`src/rtl/alu_exec_if.sv`:
```
// alu_exec_if: operand/result handshake bundle for the execute-stage ALU.
// Carries the input handshake (in_valid/in_ready + operands), the output
// handshake (out_valid/out_ready + head result and flags).
// Optional: ALU_EXT_FLAGS_EN adds Negative/Carry/Overflow to the bundle.
//
// Handshake rule (both directions): a transfer happens on a rising clock
// edge where valid && ready are both 1. The producer holds its payload
// stable while valid=1 and ready=0, and ready never depends on valid.
interface alu_exec_if #(
  parameter int WIDTH = 32
);
  logic             in_valid;
  logic             in_ready;
  logic [2:0]       ALUControl;
  logic [WIDTH-1:0] SrcA;
  logic [WIDTH-1:0] SrcB;
  logic             out_valid;
  logic             out_ready;
  logic [WIDTH-1:0] ALUResult;
  logic             Zero;
  logic             Illegal;
`ifdef ALU_EXT_FLAGS_EN
  logic             Negative;
  logic             Carry;
  logic             Overflow;
`endif

  // Upstream/downstream side (operand fetch and writeback as one agent)
  modport master (
    output in_valid, ALUControl, SrcA, SrcB, out_ready,
    input  in_ready, out_valid, ALUResult, Zero, Illegal
`ifdef ALU_EXT_FLAGS_EN
    , input Negative, Carry, Overflow
`endif
  );

  // ALU side
  modport slave (
    input  in_valid, ALUControl, SrcA, SrcB, out_ready,
    output in_ready, out_valid, ALUResult, Zero, Illegal
`ifdef ALU_EXT_FLAGS_EN
    , output Negative, Carry, Overflow
`endif
  );
endinterface

```
`src/rtl/alu_exec.sv`:
```
// alu_exec: handshaked RISC-V execute-stage ALU with a 2-entry result buffer.
// Ops: 000 ADD, 001 SUB, 010 AND, 011 OR, 101 SLT; other codes are flagged
// Illegal (result 0, Zero 1) but still flow through the buffer.
// Optional: ALU_EXT_FLAGS_EN stores/presents Negative, Carry, Overflow.
// The buffer head always lives in entry 0; entry 1 holds the second result
// while FULL and shifts into entry 0 on the pop that leaves FULL.
module alu_exec #(
  parameter int WIDTH = 32
) (
  input  logic        clk,
  input  logic        reset_n,
  alu_exec_if.slave   bus,
  output logic [1:0]  state_dbg_o
);

  localparam logic [2:0] OP_ADD = 3'b000;
  localparam logic [2:0] OP_SUB = 3'b001;
  localparam logic [2:0] OP_AND = 3'b010;
  localparam logic [2:0] OP_OR  = 3'b011;
  localparam logic [2:0] OP_SLT = 3'b101;

  typedef enum logic [1:0] {
    ST_EMPTY = 2'd0,
    ST_ONE   = 2'd1,
    ST_FULL  = 2'd2
  } occ_e;

  typedef struct packed {
    logic [WIDTH-1:0] result;
    logic             zero;
    logic             illegal;
`ifdef ALU_EXT_FLAGS_EN
    logic             negative;
    logic             carry;
    logic             overflow;
`endif
  } entry_t;

  occ_e   state_q, state_d;
  entry_t entry0_q, entry0_d;
  entry_t entry1_q, entry1_d;
  entry_t new_entry;

  logic push, pop;
  logic in_ready, out_valid;
  logic wr0, wr1, shift;

  // ---------------------------------------------------------------------
  // Datapath: one shared adder serves ADD, SUB and SLT
  // ---------------------------------------------------------------------
  logic [WIDTH-1:0] b_eff;
  logic             cin;
  logic             is_add, is_sub, is_slt, is_logic, is_illegal;
  logic [WIDTH-1:0] add_sum;
  logic             add_ovf;
  logic             slt_bit;
  logic [WIDTH-1:0] res;
`ifdef ALU_EXT_FLAGS_EN
  logic [WIDTH:0]   add_full;
  logic             add_cout;
`endif

  // Decode the op and select the adder's B operand / carry-in
  always_comb begin
    b_eff      = bus.SrcB;
    cin        = 1'b0;
    is_add     = 1'b0;
    is_sub     = 1'b0;
    is_slt     = 1'b0;
    is_logic   = 1'b0;
    is_illegal = 1'b0;
    case (bus.ALUControl)
      OP_ADD: is_add = 1'b1;
      OP_SUB: begin
        is_sub = 1'b1;
        b_eff  = ~bus.SrcB;
        cin    = 1'b1;
      end
      OP_AND: is_logic = 1'b1;
      OP_OR:  is_logic = 1'b1;
      OP_SLT: begin
        is_slt = 1'b1;
        b_eff  = ~bus.SrcB;
        cin    = 1'b1;
      end
      default: is_illegal = 1'b1;
    endcase
  end

`ifdef ALU_EXT_FLAGS_EN
  assign add_full = {1'b0, bus.SrcA} + {1'b0, b_eff} + {{WIDTH{1'b0}}, cin};
  assign add_sum  = add_full[WIDTH-1:0];
  assign add_cout = add_full[WIDTH];
`else
  assign add_sum  = bus.SrcA + b_eff + {{(WIDTH-1){1'b0}}, cin};
`endif

  // Signed overflow: operands agree in sign but the sum does not
  assign add_ovf = (bus.SrcA[WIDTH-1] == b_eff[WIDTH-1]) &&
                   (add_sum[WIDTH-1] != bus.SrcA[WIDTH-1]);
  // Signed less-than from the subtract: sign corrected by overflow
  assign slt_bit = add_sum[WIDTH-1] ^ add_ovf;

  // Select the result for the decoded op; illegal codes give 0
  always_comb begin
    res = '0;
    if (is_add || is_sub) begin
      res = add_sum;
    end else if (is_slt) begin
      res = {{(WIDTH-1){1'b0}}, slt_bit};
    end else if (is_logic) begin
      res = (bus.ALUControl == OP_AND) ? (bus.SrcA & bus.SrcB)
                                       : (bus.SrcA | bus.SrcB);
    end
  end

  // Assemble the entry that is written into the buffer on a push
  always_comb begin
    new_entry         = '0;
    new_entry.result  = res;
    new_entry.zero    = (res == '0);
    new_entry.illegal = is_illegal;
`ifdef ALU_EXT_FLAGS_EN
    new_entry.negative = res[WIDTH-1];
    new_entry.carry    = (is_add || is_sub || is_slt) ? add_cout : 1'b0;
    new_entry.overflow = (is_add || is_sub) ? add_ovf : 1'b0;
`endif
  end

  // ---------------------------------------------------------------------
  // Occupancy FSM and buffer control
  // ---------------------------------------------------------------------
  assign in_ready = (state_q != ST_FULL);
  assign out_valid = (state_q != ST_EMPTY);
  assign push     = bus.in_valid && in_ready;
  assign pop      = out_valid && bus.out_ready;

  // Occupancy state register
  always_ff @(posedge clk or negedge reset_n) begin
    if (!reset_n) begin
      state_q <= ST_EMPTY;
    end else begin
      state_q <= state_d;
    end
  end

  // Next occupancy and which buffer slot is written/shifted this cycle
  always_comb begin
    state_d = state_q;
    wr0     = 1'b0;
    wr1     = 1'b0;
    shift   = 1'b0;
    case (state_q)
      ST_EMPTY: begin
        if (push) begin
          state_d = ST_ONE;
          wr0     = 1'b1;
        end
      end
      ST_ONE: begin
        if (push && pop) begin
          wr0 = 1'b1;
        end else if (push) begin
          state_d = ST_FULL;
          wr1     = 1'b1;
        end else if (pop) begin
          state_d = ST_EMPTY;
        end
      end
      ST_FULL: begin
        if (pop) begin
          state_d = ST_ONE;
          shift   = 1'b1;
        end
      end
      default: state_d = ST_EMPTY;
    endcase
  end

  // Next contents of the two buffer slots
  always_comb begin
    entry0_d = entry0_q;
    entry1_d = entry1_q;
    if (shift) entry0_d = entry1_q;
    if (wr0)   entry0_d = new_entry;
    if (wr1)   entry1_d = new_entry;
  end

  // Buffer storage; reset clears it so outputs read 0 out of reset
  always_ff @(posedge clk or negedge reset_n) begin
    if (!reset_n) begin
      entry0_q <= '0;
      entry1_q <= '0;
    end else begin
      entry0_q <= entry0_d;
      entry1_q <= entry1_d;
    end
  end

  // ---------------------------------------------------------------------
  // Outputs: head comes straight from entry 0 storage
  // ---------------------------------------------------------------------
  assign bus.in_ready  = in_ready;
  assign bus.out_valid = out_valid;
  assign bus.ALUResult = entry0_q.result;
  assign bus.Zero      = entry0_q.zero;
  assign bus.Illegal   = entry0_q.illegal;
`ifdef ALU_EXT_FLAGS_EN
  assign bus.Negative  = entry0_q.negative;
  assign bus.Carry     = entry0_q.carry;
  assign bus.Overflow  = entry0_q.overflow;
`endif
  assign state_dbg_o   = state_q;

endmodule

```
`src/flat_wrapper.sv`:
```
// flat-port wrapper written by rule: the top's interface ports become plain ports
module alu_exec_flat 
#(
  parameter int WIDTH = 32
)
  (clk, reset_n, state_dbg_o, bus_in_valid, bus_ALUControl, bus_SrcA, bus_SrcB, bus_out_ready, bus_in_ready, bus_out_valid, bus_ALUResult, bus_Zero, bus_Illegal);
  alu_exec_if #(.WIDTH(WIDTH)) bus_i ();
  input  logic clk;
  input  logic reset_n;
  output logic [1:0] state_dbg_o;
  input wire logic [$bits(bus_i.in_valid)-1:0] bus_in_valid;
  input wire logic [$bits(bus_i.ALUControl)-1:0] bus_ALUControl;
  input wire logic [$bits(bus_i.SrcA)-1:0] bus_SrcA;
  input wire logic [$bits(bus_i.SrcB)-1:0] bus_SrcB;
  input wire logic [$bits(bus_i.out_ready)-1:0] bus_out_ready;
  output wire logic [$bits(bus_i.in_ready)-1:0] bus_in_ready;
  output wire logic [$bits(bus_i.out_valid)-1:0] bus_out_valid;
  output wire logic [$bits(bus_i.ALUResult)-1:0] bus_ALUResult;
  output wire logic [$bits(bus_i.Zero)-1:0] bus_Zero;
  output wire logic [$bits(bus_i.Illegal)-1:0] bus_Illegal;
  assign bus_i.in_valid = bus_in_valid;
  assign bus_i.ALUControl = bus_ALUControl;
  assign bus_i.SrcA = bus_SrcA;
  assign bus_i.SrcB = bus_SrcB;
  assign bus_i.out_ready = bus_out_ready;
  assign bus_in_ready = bus_i.in_ready;
  assign bus_out_valid = bus_i.out_valid;
  assign bus_ALUResult = bus_i.ALUResult;
  assign bus_Zero = bus_i.Zero;
  assign bus_Illegal = bus_i.Illegal;
  alu_exec #(.WIDTH(WIDTH)) u_core (.clk(clk), .reset_n(reset_n), .bus(bus_i), .state_dbg_o(state_dbg_o));
endmodule
```
`config.mk`:
```
export PLATFORM = sky130hd
export DESIGN_NAME = alu_exec_flat
export DESIGN_NICKNAME = d
export VERILOG_FILES = /design/src/rtl/alu_exec_if.sv /design/src/rtl/alu_exec.sv /design/src/flat_wrapper.sv
export SDC_FILE = /design/constraint.sdc
export NUM_CORES = 1
export LEC_CHECK = 0
export CORE_ASPECT_RATIO = 0.7
export CORE_MARGIN = 10
export CORE_UTILIZATION = 50
export DETAILED_ROUTE_END_ITERATION = 12
export DONT_BUFFER_PORTS = 1
export SETUP_SLACK_MARGIN = 0.4
export SLEW_MARGIN = 20
export SYNTH_ARGS = -nofsm -noshare
export SYNTH_HDL_FRONTEND = slang
export SYNTH_SLANG_ARGS = --single-unit
```
`constraint.sdc`:
```
create_clock -name clk -period 2.4 [get_ports clk]
set_clock_uncertainty 0.1 [all_clocks]
set_input_delay 0 -clock clk [delete_from_list [all_inputs] [get_ports clk]]
set_output_delay 0 -clock clk [all_outputs]
set_load 0.03 [all_outputs]
```
======== Word-level counts from Yosys, hierarchy flattened ========
Index checks and enable logic that the tools add are counted.
storage, ports and cells
  flip-flop bits (word level) ............. 70
  input bits .............................. 71
operators by class
  $add $sub $neg .......................... 2
  equality and inequality tests ........... 13
  multiplexer cells ....................... 26
  bitwise logic cells ..................... 4
  reduce and logical (&&, ||, !) cells .... 14
operator list
  operator            count
  $mux 32             5
  $mux 34             2
  $add 32x1->32       1
  $add 32x32->32      1
  $and 32x32->32      1
  $logic_not 32->1    1
  $not 32->32         1
  $or 32x32->32       1
  $mux 1              12
  $mux 2              5
  $eq 3x2->1 const B  2
  $pmux 2 s3          1
  $reduce_or 5->1     1
  $logic_and 1x1->1   4
  $ne 2x1->1 const B  2
  $ne 2x2->1 const B  2
  $reduce_and 4->1    1
  $reduce_bool 2->1   2
  $reduce_or 2->1     2
  $eq 3x1->1 const B  1
  $eq 3x3->1 const B  1
  $logic_not 3->1     1
  $ne 3x1->1 const B  1
  $eq 2x1->1 const B  1
  other kinds (7)     7

======== Logic depth before layout (Yosys ltp) ========
Gate-level depths: netlist of run 1.
  depth after elaboration ................. 12
  depth in mapped cells ................... 19

======== Worst setup path before layout of run 1 ========
Ideal clock, no wire load.
  path type ............................... input-to-reg
  start point ............................. input port bus_ALUControl[0]
  end point ............................... register u_core.entry0_q, in the netlist u_core.bus.Zero
  arrival ................................. 4.379 ns
  required time ........................... 2.217 ns
  slack ................................... -2.162 ns
  cell stages on the path ................. 19
  cells stage by stage .................... clkbuf_1 -> clkbuf_1 -> clkbuf_1 -> clkbuf_1 -> nand2_1 -> buf_1 -> xnor2_1 -> ha_1 -> buf_2 -> nand4_4 -> or4_1 -> o32ai_1 -> o21bai_2 -> nor3_1 -> or3_4 -> a221o_1 -> nor4_1 -> nand2_1 -> o22ai_1
on the way
  word-level cells in the longest chain between the ends .. 12
  elaborated cells between the ends (all ways) .. 26
  classes of those cells .................. 2 x add/sub; 6 x eq/ne; 11 x mux; 1 x bitwise; 6 x reduce/logical
RTL lines
  item                                             line                text
  from (decl)                                      flat_wrapper.sv:12  input wire logic [$bits(bus_i.ALUControl)-1:0] bus_ALUControl;
  $eq 3x1->1 / $eq 3x3->1 (equally long branches)  alu_exec.sv:72      case (bus.ALUControl)
  $reduce_or 2->1 (no source line)                 -
  $mux 32                                          -
  $add 32x32->32                                   alu_exec.sv:95      assign add_sum = bus.SrcA + b_eff + {{(WIDTH-1){1'b0}}, cin};
  $add 32x1->32                                    alu_exec.sv:95
  $ne 1x1->1                                       alu_exec.sv:100     (add_sum[WIDTH-1] != bus.SrcA[WIDTH-1]);
  $logic_and 1x1->1                                alu_exec.sv:99      assign add_ovf = (bus.SrcA[WIDTH-1] == b_eff[WIDTH-1]) &&
  $xor 1x1->1                                      alu_exec.sv:102     assign slt_bit = add_sum[WIDTH-1] ^ add_ovf;
  $mux 32                                          alu_exec.sv:109     end else if (is_slt) begin
  $mux 32 (*)                                      alu_exec.sv:107     if (is_add || is_sub) begin
  $logic_not 32->1 (*)                             alu_exec.sv:121     new_entry.zero = (res == '0);
  $mux 34 (*)                                      alu_exec.sv:185     if (wr0) entry0_d = new_entry;
  to (signal assigned)                             alu_exec.sv:195     entry0_q <= entry0_d;
  to (decl)                                        alu_exec.sv:40      entry_t entry0_q, entry0_d;
Mark *: on every way between the ends. The rest lies on a longest branch, timed or not.
A chain may end at the register's enable or synchronous reset.

======== Final worst setup path of run 1 ========
  start point ............................. input port bus_ALUControl[1]
  end point ............................... register u_core.entry0_q, in the netlist u_core.bus.Zero
The elaborated chain is that of the path after synthesis.

==> results of run 1 <==
## flip-flops by register name, summed over array words and instances (netlist names)
register,flops
u_core.bus.Zero,1
u_core.entry1_q,34
u_core.bus.ALUResult,32
u_core.state_dbg_o,2
u_core.bus.Illegal,1
## metrics by stage
step | instance area, um^2 | instances | utilization [%] | setup WS, ns
2_1_floorplan | 6610 | 776 | - | -1.12
3_3_place_gp | 7830 | 1064 | 63.3 | -0.956
3_5_place_dp | 7830 | 1064 | 63.3 | -0.977
4_1_cts | 9000 | 1110 | 72.7 | -0.384
5_1_grt | 9520 | 1126 | 76.9 | -0.575
6_report | 9520 | 1126 | 76.9 | -0.452
## metal layers
metal  vias to the layer above  track usage [%]  wire (um)
li1                       3250                -          -
met1                      3346             32.8      10300
met2                       281             43.2      11600
met3                        64             9.70       2630
met4                         0             8.91        693
met5                         -                0          0
## logic make-up after synthesis
logic type | count (synthesis) | share of synthesized area, %
AND/OR/NAND/NOR | 258 | 20.2
AO/OA/AOI/OAI | 253 | 25.4
flip-flops | 70 | 27.8
buffers and inverters | 59 | 3.61
adder cells (fa/ha/maj) | 50 | 9.37
multiplexers | 48 | 8.28
XOR/XNOR | 38 | 5.28
## layout make-up
type / count / area, um^2
multi-input combinational: 648 / 5300
clock buffer: 13 / 270
sequential: 70 / 1750
tap: 162 / 203
timing repair buffer: 216 / 1850
clock inverter: 3 / 65.1
fill: 841 / 2860
inverter: 14 / 78.8
## path summary, 6_finish.rpt
| check | depth (start not counted) | endpoint | from |
|---|---|---|---|
| max in group asynchronous | 2 | u_core.state_dbg_o[1] | reset_n |
| min in group asynchronous | 2 | u_core.entry1_q[11] | reset_n |
| max reg2reg | 5 | u_core.bus.ALUResult[12] | u_core.state_dbg_o[1] |
| max | 16 | u_core.bus.Zero | bus_ALUControl[1] |
| min reg2reg | 2 | u_core.entry1_q[31] | u_core.entry1_q[31] |
| min | 5 | u_core.bus.ALUResult[11] | bus_SrcB[11] |
## power by group through the flow
stage / logic [W] / clock network [W] / registers (W)
floorplan: 0.00144 / 0 / 0.00198
global placement: 0.00220 / 0 / 0.00204
detailed placement: 0.00226 / 0 / 0.00206
CTS: 0.00261 / 0.00148 / 0.00205
global route: 0.00314 / 0.00152 / 0.00209
finish: 0.00292 / 0.00147 / 0.00204
## worst max-delay path: stages
cell and delay, ns:
clkinv_16 0.04, nand2_8 0.09, buf_4 0.15, xnor2_1 0.12
ha_1 0.32, a21oi_1 0.30, o21a_1 0.22, o32ai_2 0.09
o21bai_4 0.21, buf_4 0.15, o211a_1 0.21, or3_4 0.41
a221o_1 0.29, nor4_2 0.14, nand2_1 0.12, o22ai_2 0.15
## layout by cell type, fill, tap and decap left out, types with 18 or more instances in the layout
master / instances
nor2_1: 29
a21oi_1: 36
o21ai_2: 26
nand2_1: 107
nand3_1: 18
o21ai_0: 40
buf_6: 36
ha_1: 22
o21ai_1: 28
mux2_2: 31
dfrtp_1: 69
xnor2_1: 24
buf_4: 163
## timing repair
action | in CTS | in global routing
endpoints found under the hold margin | 90 | 2
hold buffers | 12 | 1
cloned | 1 | 0
endpoints found under the setup margin | 65 | 64
pin swaps | 40 | 49
buffers inserted | 17 | 15
gates resized for setup | 127 | 84
==> flow_summary.yaml, run 1 <==
outcome:
  violations: "negative setup slack"
  status: "finished with violations"
place:
  gp_congestion: 0.976
  hpwl_um: 17800
  port_buffers: 0
grt:
  grt_pass1_vias: 7068
  grt_max_degree: 71
  grt_overflow: 0
  grt_util_all_layers_pct: 26.9
  grt_pass1_wl_um: 38300
  antenna_found_initial: 0
power_and_ir_drop:
  combPwrFrac_pct: 45.4
  clkPwrFrac_pct: 22.8
  p_sw_w: 0.00247
  cell_internal_pwr_w: 0.00396
  seq_power_share_pct: 31.8
  ir_drop_mv: 0.619
  cellLeakagePower_nw: 4.08
  p_per_area_nw_per_um2: 675
  total_power_w: 0.00643
  switching_share_pct: 38.4
drt:
  drt-initial-drc-count: 691
  viasPerCell: 6.16
  totalWireLength_um: 25200
  vias: 6941
  drtPass1Iterations: 7
  wl_per_cell_um: 22.3
  ant_nets: 0
  drcViolationCount: 0
floorplanning:
  start_util_pct: 50.9
  die_w_um: 154
  core_um2: 12400
  dieArea_um2: 17600
  rows: 34
  die_h_um: 114
  num_io_pins: 109
sta:
  period_needed_ns: 2.85
  period_share_pct: 119
  finalSetupTns_ns: -3.96
  fmax_ghz: 0.351
  maxSlewViolCount: 0
  slew-limit-headroom_pct: 59.2
  hold_viol: 0
  fin_worst_hold_slack_ns: 0.0117
  worst_slew_pin_slew_ns: 0.610
  rsz0062_at_grt: "true"
  setup_viol: 18
  fin_ws_ns: -0.452
yosys:
  async_flop_share_pct: 100
  synth_area_per_cell_um2: 8.12
  synth_cell_type_count: 75
  yosysMostFrequentCell: "nand2_1"
  syn_nets: 880
  synth_commonest_cells: "nand2_1, o21ai_0, dfrtp_1"
  yosys_register_bits: 70
  synth_edf_count: 0
  syn_inst: 776
  synth_top_area_share_pct: 27.8
  ys_top_cells_by_area: "dfrtp_1, o21ai_0, nand2_1"
  yosysSeqAreaShare_pct: 27.8
  synth_area_um2: 6300
  synthFlopType: "dfrtp_1"
  yosysTopAreaCell: "dfrtp_1"
  ys_warn_count: 0
worst_setup_path:
  cp-start-kind: "input pin"
  worstPathMaxFanout: 34
  crit_arrival_ns: 3.00
  cp.required_ns: 2.55
  rrSetupSlack_ns: 0.49
  end_kind: "register"
  setup.worst_path.class: "in -> reg"
clock_network:
  cts_inserted_buffers: 9
  clk_path_buf_depth: 2
  clock-sinks: 70
  clk_pin_slew_ns: 0.05
  htree_levels: 3
  worst_skew_pair.late_latency_ns: 0.33
  cts_tree: "built"
  cts.root.buffer_cell: "clkbuf_16"
min_path:
  hold_path_class: "in -> reg"
cells_and_area:
  synthToLayoutAreaGrowth_pct: 51.2
  drive_gt1_share_pct: 41.9
  final_nets: 1063
  diodes: 0
job:
  drv_cap: 0
Note: power is estimated with default switching activity, not from simulation.
==> run 2: changes to the inputs <==
BUFFER_PORTS_ARGS = -buffer_cell sky130_fd_sc_hd__buf_2   (was default)
DONT_BUFFER_PORTS = default   (was 1)
PLACE_DENSITY = 0.72   (was default)
==> flow_summary.yaml, run 2 (synthesized netlist as in run 1, its figures left out) <==
outcome:
  status: "finished with violations"
  violations: "negative setup slack"
worst_setup_path:
  reg2reg_depth: 5
  crit_arrival_ns: 3.33
  cp.required_ns: 2.56
  path_delay_family: "simple AND/OR/NAND/NOR gates"
  cpMaxStageDelayCell: "ha_1"
  path_cells: "buf_8 > clkinv_8 > nand2_4 > xnor2_1 > ha_1 > buf_6 > buf_4 > nand2_1 > buf_4 > nor2_4 > o211ai_1 > a21oi_2 > nor2_4 > buf_6 > o211ai_1 > nand3_2 > nor4b_2 > nand2_1 > o22ai_2"
  cp-start-kind: "input pin"
  end_kind: "register"
  slowest_delay_ns: 0.40
  cp_num_buf_inv: 6
  rrSetupSlack_ns: 0.49
  setup.worst_path.class: "in -> reg"
  timing.rr.end: "u_core.bus.ALUResult[6]"
  r2r-start: "u_core.state_dbg_o[0]"
  worstPathMaxFanout: 4
power_and_ir_drop:
  seq_power_share_pct: 24.4
  switching_share_pct: 40.3
  cell_internal_pwr_w: 0.00422
  p_per_area_nw_per_um2: 659
  combPwrFrac_pct: 55.1
  p_sw_w: 0.00285
  ir_drop_mv: 0.636
  cellLeakagePower_nw: 4.85
  clkPwrFrac_pct: 20.5
clock_network:
  cts_inserted_buffers: 9
  worst_skew_pair.late_latency_ns: 0.34
  cts_tree: "built"
  clk_path_buf_depth: 2
  clock-sinks: 70
  cts.root.buffer_cell: "clkbuf_16"
  htree_levels: 3
  clk_pin_slew_ns: 0.06
floorplanning:
  num_io_pins: 109
  die_h_um: 114
  dieArea_um2: 17600
  die_w_um: 154
  start_util_pct: 50.9
  rows: 34
  core_um2: 12400
sta:
  setup_viol: 42
  hold_viol: 0
  fin_ws_ns: -0.775
  fmax_ghz: 0.315
  finalSetupTns_ns: -11.85
  slew-limit-headroom_pct: 57.7
  period_needed_ns: 3.18
  period_share_pct: 132
  maxSlewViolCount: 0
  rsz0062_at_grt: "true"
  worst_slew_pin_slew_ns: 0.628
min_path:
  hold_path_class: "in -> async"
place:
  port_buffers: 108
  gp_congestion: 0.987
  placed_cells: 1202
  hpwl_um: 19100
cells_and_area:
  final_nets: 1216
  final_cells: 1279
  drive_gt1_share_pct: 54.5
  top_register: "u_core.entry1_q"
  largest_register_ff_count: 34
  final_common_cell: "buf_4"
  synthToLayoutAreaGrowth_pct: 70.3
  diodes: 0
  final_cell_mix: "buf_4, buf_2, nand2_1, dfrtp_1, buf_6"
  final_util_pct: 86.7
  fill_cells: 643
job:
  drv_cap: 0
drt:
  drtPass1Iterations: 5
  viasPerCell: 6.41
  totalWireLength_um: 29400
  drt-initial-drc-count: 836
  wl_per_cell_um: 23.0
  ant_nets: 0
  drcViolationCount: 0
  vias: 8192
grt:
  grt_overflow: 0
  grt_pass1_vias: 7628
  grt_pass1_wl_um: 40700
  grt_util_all_layers_pct: 28.5
  antenna_found_initial: 0
  grt_max_degree: 60
==> run 2: cell types whose count changed in the layout (fill, tap and decap cells not counted), moves of 4 or more <==
cell | before | now
buf_2 | 0 | 106
buf_4 | 163 | 205
buf_6 | 36 | 48
dlygate4sd3_1 | 12 | 3
nand2_1 | 107 | 99
nand2_2 | 5 | 10
nand2_4 | 1 | 5
o21ai_0 | 40 | 36
xnor2_1 | 24 | 18
xnor2_4 | 3 | 7
==> run 2: layout make-up <==
cell class / count / area, um^2 / area share (%)
clock buffers: 11 / 243 / 2.26
clock inverters: 5 / 82.6 / 0.770
inverters: 14 / 65.1 / 0.606
multi-input cells: 649 / 5630 / 52.5
flip-flops and latches: 70 / 1750 / 16.3
well taps: 162 / 203 / 1.89
repair buffers: 368 / 2760 / 25.7
==> run 2: power by group through the flow <==
stage | Clock (W) | Sequential (W) | Combinational, W
floorplan | 0 | 0.00198 | 0.00144
global placement | 0 | 0.00169 | 0.00290
finish | 0.00145 | 0.00173 | 0.00389
CTS | 0.00145 | 0.00171 | 0.00334
detailed placement | 0 | 0.00172 | 0.00297
global route | 0.00150 | 0.00176 | 0.00410
==> run 2: how the worst max path moves through the flow <==
stage | start | endpoint | cells past startpoint
after detailed placement | bus_ALUControl[1] | u_core.bus.Zero | 16
after global routing | bus_ALUControl[1] | u_core.bus.Zero | 16
after floorplan | bus_ALUControl[0] | u_core.bus.Zero | 18
after CTS | bus_ALUControl[1] | u_core.bus.Zero | 17
final | bus_ALUControl[1] | u_core.bus.Zero | 19
after global placement | bus_ALUControl[1] | u_core.bus.Zero | 16
==> run 2: what timing repair did <==
item,CTS,global route
pin swaps,49,64
resized for setup,137,146
setup endpoints to repair,62,62
endpoints found under the hold margin,24,0
hold buffers,3,0
cloned,2,0
buffers inserted,24,32
==> run 2: stage by stage <==
step | instance area, um^2 | total power (W) | setup slack [ns] | hold slack, ns
after floorplan | 6610 | 0.00342 | -1.12 | -0.396
after global placement | 8610 | 0.00460 | -1.29 | -0.123
after detailed placement | 8610 | 0.00469 | -1.29 | -0.109
after CTS | 9800 | 0.00650 | -0.510 | 0.0853
after global routing | 10700 | 0.00737 | -0.779 | 0.120
final | 10700 | 0.00707 | -0.775 | 0.0776
==> run 2: layer usage <==
layer,wire length (um),GRT usage (%),vias up
met1,11600,36.9,3921
met3,2970,6.09,150
li1,-,-,3551
met4,1700,11.9,0
met2,13200,45.1,570
met5,0,0,-
==> run 3: changes to the inputs <==
CORE_UTILIZATION = 33   (was 50)
PLACE_DENSITY = default   (was 0.72)
==> flow_summary.yaml, run 3 (synthesized netlist as in run 1, its figures left out) <==
outcome:
  status: "finished with violations"
  violations: "negative setup slack"
place:
  port_buffers: 108
  place_area_um2: 8790
  dp_worst_setup_slack_ns: -1.19
  gp_congestion: 0.981
  hpwl_um: 18900
worst_setup_path:
  cp-start-kind: "input pin"
  timing.rr.end: "u_core.bus.ALUResult[15]"
  setup.worst_path.class: "in -> reg"
  reg2reg_depth: 5
  crit_start: "bus_ALUControl[1]"
  path_cells: "buf_8 > clkinv_8 > nand2_8 > xnor2_4 > inv_2 > fa_2 > nand2b_4 > a211oi_4 > o211ai_1 > a21oi_2 > nor2_2 > o2111a_1 > a221o_1 > buf_4 > buf_4 > mux2_2"
  rrSetupSlack_ns: 0.65
  cp.required_ns: 2.51
  cpMaxStageDelayCell: "fa_2"
  crit_arrival_ns: 3.10
  slowest_delay_ns: 0.35
  end_kind: "register"
  path_common_cell: "buf_4"
  r2r-start: "u_core.state_dbg_o[1]"
  worstPathMaxFanout: 6
floorplanning:
  num_io_pins: 109
  die_h_um: 136
  start_util_pct: 33.5
  die_w_um: 185
  rows: 42
  core_um2: 18800
  dieArea_um2: 25100
clock_network:
  htree_levels: 3
  clk_pin_slew_ns: 0.06
  cts.root.buffer_cell: "clkbuf_16"
  cts_tree: "built"
  clock-sinks: 70
  worst_skew_pair.late_latency_ns: 0.33
  clk_path_buf_depth: 2
  cts_inserted_buffers: 9
cells_and_area:
  final_util_pct: 55.1
  final_common_cell: "buf_4"
  synthToLayoutAreaGrowth_pct: 64.4
  top_register: "u_core.entry1_q"
  drive_gt1_share_pct: 50.0
  largest_register_ff_count: 34
  final_cell_mix: "buf_4, nand2_1, buf_2, dfrtp_1, o21ai_0"
  final_nets: 1206
  finish.instance_area_um2: 10400
drt:
  wl_per_cell_um: 18.7
  drt-initial-drc-count: 763
  viasPerCell: 5.40
  ant_nets: 0
  totalWireLength_um: 25300
  drcViolationCount: 0
  vias: 7288
  drtPass1Iterations: 5
power_and_ir_drop:
  p_per_area_nw_per_um2: 644
  combPwrFrac_pct: 52.5
  clkPwrFrac_pct: 21.9
  ir_drop_mv: 0.396
  p_sw_w: 0.00257
  cellLeakagePower_nw: 4.71
  cell_internal_pwr_w: 0.00410
  switching_share_pct: 38.5
  seq_power_share_pct: 25.6
sta:
  slew-limit-headroom_pct: 59.9
  fmax_ghz: 0.334
  fin_ws_ns: -0.593
  period_needed_ns: 2.99
  period_share_pct: 125
  hold_viol: 0
  setup_viol: 29
  maxSlewViolCount: 0
  rsz0062_at_grt: "true"
  worst_slew_pin_slew_ns: 0.602
  finalSetupTns_ns: -7.96
grt:
  grt_max_degree: 58
  antenna_found_initial: 1
  grt_util_all_layers_pct: 19.2
  grt_overflow: 0
  grt_pass1_vias: 6918
  grt_pass1_wl_um: 38200
min_path:
  hold_path_class: "in -> async"
job:
  drv_cap: 0
run 3: changes by cell type in the layout (fill, tap and decap cells not counted), moves of 6 or more:
cell,before,now
buf_4,205,221
buf_6,48,22
nand2_1,99,108
nand2_2,10,4
nor2_1,26,32
o21ai_0,36,44
o21ai_2,28,16
run 3: repair_timing:
action	4_1_cts	5_1_grt
setup endpoints to repair	62	61
pin swaps	38	46
buffers inserted	19	14
gates cloned	3	0
resized for setup	100	93
hold buffers	3	0
hold endpoints to repair	43	0
run 3: how the worst max path moves through the flow:
stage	to	cells past startpoint
floorplan	u_core.bus.Zero	18
global placement	u_core.bus.Zero	15
detailed placement	u_core.bus.Zero	17
CTS	u_core.bus.Zero	15
global route	u_core.bus.Zero	17
finish	u_core.entry1_q[24]	16
run 3: critical path, delay by kind of cell:
kind / cells / cell delay, ns
AOI/OAI and AO/OA: 5 / 1.38
muxes: 1 / 0.25
adders and majority gates: 1 / 0.35
buffers and inverters: 5 / 0.53
and+or+nand+nor: 3 / 0.40
xor gates and xnor gates: 1 / 0.18
run 3: layout make-up:
type	count	area, um^2
multi-input cells	650	5350
clock inverters	5	81.3
clock buffers	11	253
fillers	1704	8450
repair buffers	357	2560
well taps	242	303
flip-flops and latches	70	1750
diodes	1	2.50
inverters	14	65.1
run 3: stage by stage:
step | instances | hold WS (ns) | power, W
after floorplan | 776 | -0.396 | 0.00342
after global placement | 1294 | -0.0819 | 0.00466
after detailed placement | 1294 | -0.0908 | 0.00469
after CTS | 1335 | 0.0562 | 0.00643
after global routing | 1350 | 0.108 | 0.00707
final | 1350 | 0.0876 | 0.00667
run 3: layer usage:
metal	track usage, %	routed length (um)	up-vias
li1	-	-	3546
met1	27.6	12200	3469
met2	28.7	11000	244
met3	4.34	1690	29
met4	3.83	346	0
met5	0	0	-
run 3: power groups by stage:
stage,Combinational [W],Clock [W],Sequential [W]
2_1_floorplan,0.00144,0,0.00198
3_3_place_gp,0.00294,0,0.00172
3_5_place_dp,0.00296,0,0.00173
4_1_cts,0.00323,0.00149,0.00171
5_1_grt,0.00377,0.00155,0.00175
6_report,0.00350,0.00146,0.00171
